[config.mk]
export PLATFORM = sky130hd
export DESIGN_NAME = regfile
export DESIGN_NICKNAME = d
export VERILOG_FILES = /design/src/rtl/regfile.sv
export SDC_FILE = /design/constraint.sdc
export NUM_CORES = 1
export LEC_CHECK = 0
export CAP_MARGIN = 20
export CORE_MARGIN = 2
export CORE_UTILIZATION = 42
export DETAILED_ROUTE_END_ITERATION = 8
export HOLD_SLACK_MARGIN = 0.08
export PLACE_DENSITY = 0.6
export SLEW_MARGIN = 20
export SYNTH_ARGS = -nofsm -noshare
export SYNTH_HDL_FRONTEND = slang
export SYNTH_SLANG_ARGS = --single-unit
[constraint.sdc]
create_clock -name clk -period 7.39 [get_ports clk]
set_input_delay 2.217 -clock clk [delete_from_list [all_inputs] [get_ports clk]]
set_output_delay 2.217 -clock clk [all_outputs]
set_load 0.02 [all_outputs]
[src/rtl/regfile.sv]
// 32x32 MIPS register file: two combinational read ports, one write port, post-reset clear sequencer.
// Optional write-through forwarding enabled by defining REGFILE_BYPASS_EN.
module regfile #(
  parameter int DATA_W   = 32,
  parameter int ADDR_W   = 5,
  parameter int NUM_REGS = 32
) (
  input  logic              clk,
  input  logic              rst,
  input  logic              we,
  input  logic [ADDR_W-1:0] waddr,
  input  logic [DATA_W-1:0] wdata,
  input  logic              re1,
  input  logic [ADDR_W-1:0] raddr1,
  output logic [DATA_W-1:0] rdata1,
  input  logic              re2,
  input  logic [ADDR_W-1:0] raddr2,
  output logic [DATA_W-1:0] rdata2,
  output logic              init_done
);

  localparam logic [1:0] RESET = 2'd0;
  localparam logic [1:0] INIT  = 2'd1;
  localparam logic [1:0] RUN   = 2'd2;

  localparam logic [ADDR_W-1:0] LAST_IDX = ADDR_W'(NUM_REGS - 1);

  logic [1:0]        state;
  logic [ADDR_W-1:0] clr_idx;
  logic [DATA_W-1:0] mem [NUM_REGS];

  logic              mem_we;
  logic [ADDR_W-1:0] mem_waddr;
  logic [DATA_W-1:0] mem_wdata;

  always_ff @(posedge clk) begin
    if (!rst) begin
      state     <= RESET;
      clr_idx   <= ADDR_W'(1);
      init_done <= 1'b0;
    end else begin
      case (state)
        RESET: state <= INIT;
        INIT: begin
          clr_idx <= clr_idx + ADDR_W'(1);
          if (clr_idx == LAST_IDX) begin
            state     <= RUN;
            init_done <= 1'b1;
          end
        end
        RUN:     state <= RUN;
        default: state <= RESET;
      endcase
    end
  end

  // Clear sequencer and WB share one write port; reset itself never touches contents.
  always_comb begin
    mem_we    = 1'b0;
    mem_waddr = waddr;
    mem_wdata = wdata;
    if (rst) begin
      if (state == INIT) begin
        mem_we    = 1'b1;
        mem_waddr = clr_idx;
        mem_wdata = '0;
      end else if (state == RUN && we && waddr != '0) begin
        mem_we = 1'b1;
      end
    end
  end

  always_ff @(posedge clk) begin
    if (mem_we) mem[mem_waddr] <= mem_wdata;
  end

  always_comb begin
    rdata1 = '0;
    if (rst && state == RUN && re1 && raddr1 != '0) begin
`ifdef REGFILE_BYPASS_EN
      if (we && waddr == raddr1) rdata1 = wdata;
      else                       rdata1 = mem[raddr1];
`else
      rdata1 = mem[raddr1];
`endif
    end
  end

  always_comb begin
    rdata2 = '0;
    if (rst && state == RUN && re2 && raddr2 != '0) begin
`ifdef REGFILE_BYPASS_EN
      if (we && waddr == raddr2) rdata2 = wdata;
      else                       rdata2 = mem[raddr2];
`else
      rdata2 = mem[raddr2];
`endif
    end
  end

endmodule

==> flow_summary.ini <==
[sta]
finalSetupViolCount = 0
rsz0062_at_grt = false
maxSlewViolCount = 0
min_period_over_period_pct = 98.2
max_freq_ghz = 0.138
clock_skew_ns = 0.0276
fin_crit_ns = 7.26
finalSetupTns_ns = 0
finalHoldViolCount = 0
worstMarginPinSlew_ns = 1.13
slew_headroom_pct = 24.2

[synthesis]
synth_xor_area_share_pct = 0.0356
synth_top_family_by_area = multiplexers
ys_seq_elements = 1032
synth_area_per_cell_um2 = 18.4
synth_warnings = 0
synthMuxAreaShare_pct = 26.1
ys_seq_area_share_pct = 62.8
mappedNetlistArea_um2 = 49200
synth_nets = 2737
synth_cell_types = 47
synth_fa_ha_area_share_pct = 0.127
synth_cells = 2680
yosys.area_share.simple_pct = 3.15
synth_compound_area_share_pct = 4.90

[min_path]
holdPathStages = 2
hold_path_class = flop to flop

[global_routing]
grt_pass1_vias = 30500
grt_use_total_pct = 25.8
gr-total-overflow = 0
antenna_found_initial = 5
grt_max_degree = 49
grt_pass1_wl_um = 222000

[flow_run]
maxCapViolations = 0

[routing]
viasPerCell = 6.50
via_count = 29200
first_pass_iters = 5
drtIter0Drc = 3619
post_drt_wl_per_cell_um = 34.6
antenna_left = 0
drt_wl_total_um = 156000
drc_errors = 0

[cts]
cts_buffer_depth = 3
clk-insertion-delay-late_ns = 0.72
htreeDepth = 3
cts-resized-gates = 0
cts_buffers = 111
hold_buffers = 0
cts_tree = built
cts_setup_buffers = 0
root_buffer = clkbuf_16
cts_sinks = 1032
clk_pin_slew_worst_paths_ns = 0.07

[cells_and_area]
multi_input_area_um2 = 17200
layout_commonest_cell = edfxtp_1
final_net_count = 2927
final_cell_mix = edfxtp_1, mux4_2, mux2i_1
drive_gt1_share_pct = 30.7
area_delta_synth_final_pct = 15.4
num-fill-cells = 9555
area.sequential_um2 = 30900
final_cells = 4493

[setup_path]
slowest_delay_ns = 0.66
worstRegToRegCells = 7
cp_data_arrival_time_ns = 5.04
critPathKind = input pin to primary output
crit_slowest_cell = clkdlybuf4s50_1
path_cells = clkdlybuf4s50_1 -> buf_4 -> nand3_1 -> buf_4 -> or3_1 -> o221ai_1 -> o31a_1 -> clkdlybuf4s50_1
setup.worst_path.end_class = primary output
cp-start-kind = input pin
cp_data_required_time_ns = 5.17
cpLargestDelayFamily = buffers and inverters
crit_fanout = 20
cp_num_buf_inv = 4
cp.depth = 8

[placed_design]
port_buffers = 116
gp_congestion = 0.864
hpwlAfterDp_um = 95200
dp.cells = 4277

[pwr]
power_density_nw_per_um2 = 246
leakage_nw = 18.7
worst_ir_drop_vdd_v = 0.000199

[floorplan]
start_util_pct = 42.4
die_w_um = 346
num_rows = 125
io_pins = 117
die_h_um = 346
die_area_um2 = 120000
fp.coreArea_um2 = 116000

[outcome]
outcome = finished, final reports clean
## metal layers
layer	wire length, um	GRT usage [%]	share of wire (%)
met1	62700	36.0	40
met2	73600	41.3	47
met3	15400	5.62	9.9
met4	3870	6.52	2.5
met5	13	0	0.0084
## tightest hold or removal path, stage by stage (launching register included)
cell and delay (ns):
dfxtp_1 0.32, a21oi_1 0.11, nor2b_1 0.06
## sequential cells by signal (all words and copies together) (netlist names)
signal,flops
clr_idx,5
state,2
init_done,1
mem,1024
## worst paths after layout
kind / start / to / slack (ns)
worst max-delay path: rst / rdata1[25] / 0.13
worst min register to register: init_done$_SDFFE_PN0P_ / init_done$_SDFFE_PN0P_ / 0.53
worst max register to register: state[1]$_SDFFE_PN0P_ / mem[8][11]$_DFFE_PP_ / 3.59
worst min-delay path: init_done$_SDFFE_PN0P_ / init_done$_SDFFE_PN0P_ / 0.53
## cells in the mapped netlist (all sizes together)
| library cell | count | area, um^2 |
|---|---|---|
| o221ai | 68 | 596 |
| a32oi | 25 | 219 |
| inv | 3 | 11.3 |
| a221o | 19 | 190 |
| nand2 | 37 | 139 |
| nor4 | 3 | 18.8 |
| nor3 | 5 | 30.0 |
| nand4b | 2 | 17.5 |
| a211o | 3 | 26.3 |
| xnor2 | 2 | 17.5 |
| mux4 | 364 | 8200 |
| and2 | 70 | 438 |
| nor3b | 2 | 15.0 |
| clkbuf | 76 | 288 |
| o21ai | 36 | 180 |
| o22ai | 31 | 194 |
| and4b | 2 | 20.0 |
| a22oi | 81 | 608 |
| nand4 | 4 | 25.0 |
| nand3 | 30 | 150 |
| dfxtp | 8 | 160 |
| mux2 | 89 | 1000 |
| edfxtp | 1024 | 30700 |
| a31oi | 26 | 163 |
| nor2b | 9 | 56.3 |
| nand2b | 37 | 231 |
| or2 | 27 | 169 |
| clkinv | 1 | 3.75 |
| mux2i | 364 | 3640 |
| o31ai | 1 | 7.51 |
| a22o | 19 | 166 |
| ha | 5 | 62.6 |
| a21oi | 2 | 10.0 |
| or3 | 4 | 25.0 |
| o31a | 6 | 52.6 |
| and3 | 8 | 50.1 |
| buf | 144 | 1120 |
| nor2 | 43 | 164 |
## final cells by class
class                   count  share of cell area, %
flip-flops and latches   1032                   54.4
inverters                   4                 0.0308
repair buffers            297                   5.44
clock inverters            78                   1.43
well taps                1524                   3.36
clock buffers             132                   5.07
multi-input cells        1424                   30.3
diodes                      2                0.00881
## kinds of logic after synthesis
logic type      count (synthesis)
flops                        1032
buf+inv                       224
simple gates                  283
xor+xnor                        2
compound gates                317
mux                           817
fa+ha+maj                       5
## metrics by stage
step	utilization, %	power [W]	instance area (um^2)	hold slack [ns]	setup WS (ns)
floorplan	-	0.00780	49200	0.505	1.43
global placement	45.6	0.00836	53000	0.507	0.168
detailed placement	45.6	0.00841	53000	0.489	0.138
CTS	48.8	0.0140	56700	0.524	0.138
global route	48.9	0.0143	56800	0.555	0.0796
finish	48.9	0.0140	56800	0.530	0.135
## report_power, final
group	internal (W)	leakage (nW)	switching [W]
Clock	0.00330	1.80	0.00236
Combinational	0.000548	7.58	0.000970
Sequential	0.00673	9.30	0.0000413
Total	0.0106	18.7	0.00337
Note: power is estimated with default switching activity, not from simulation.
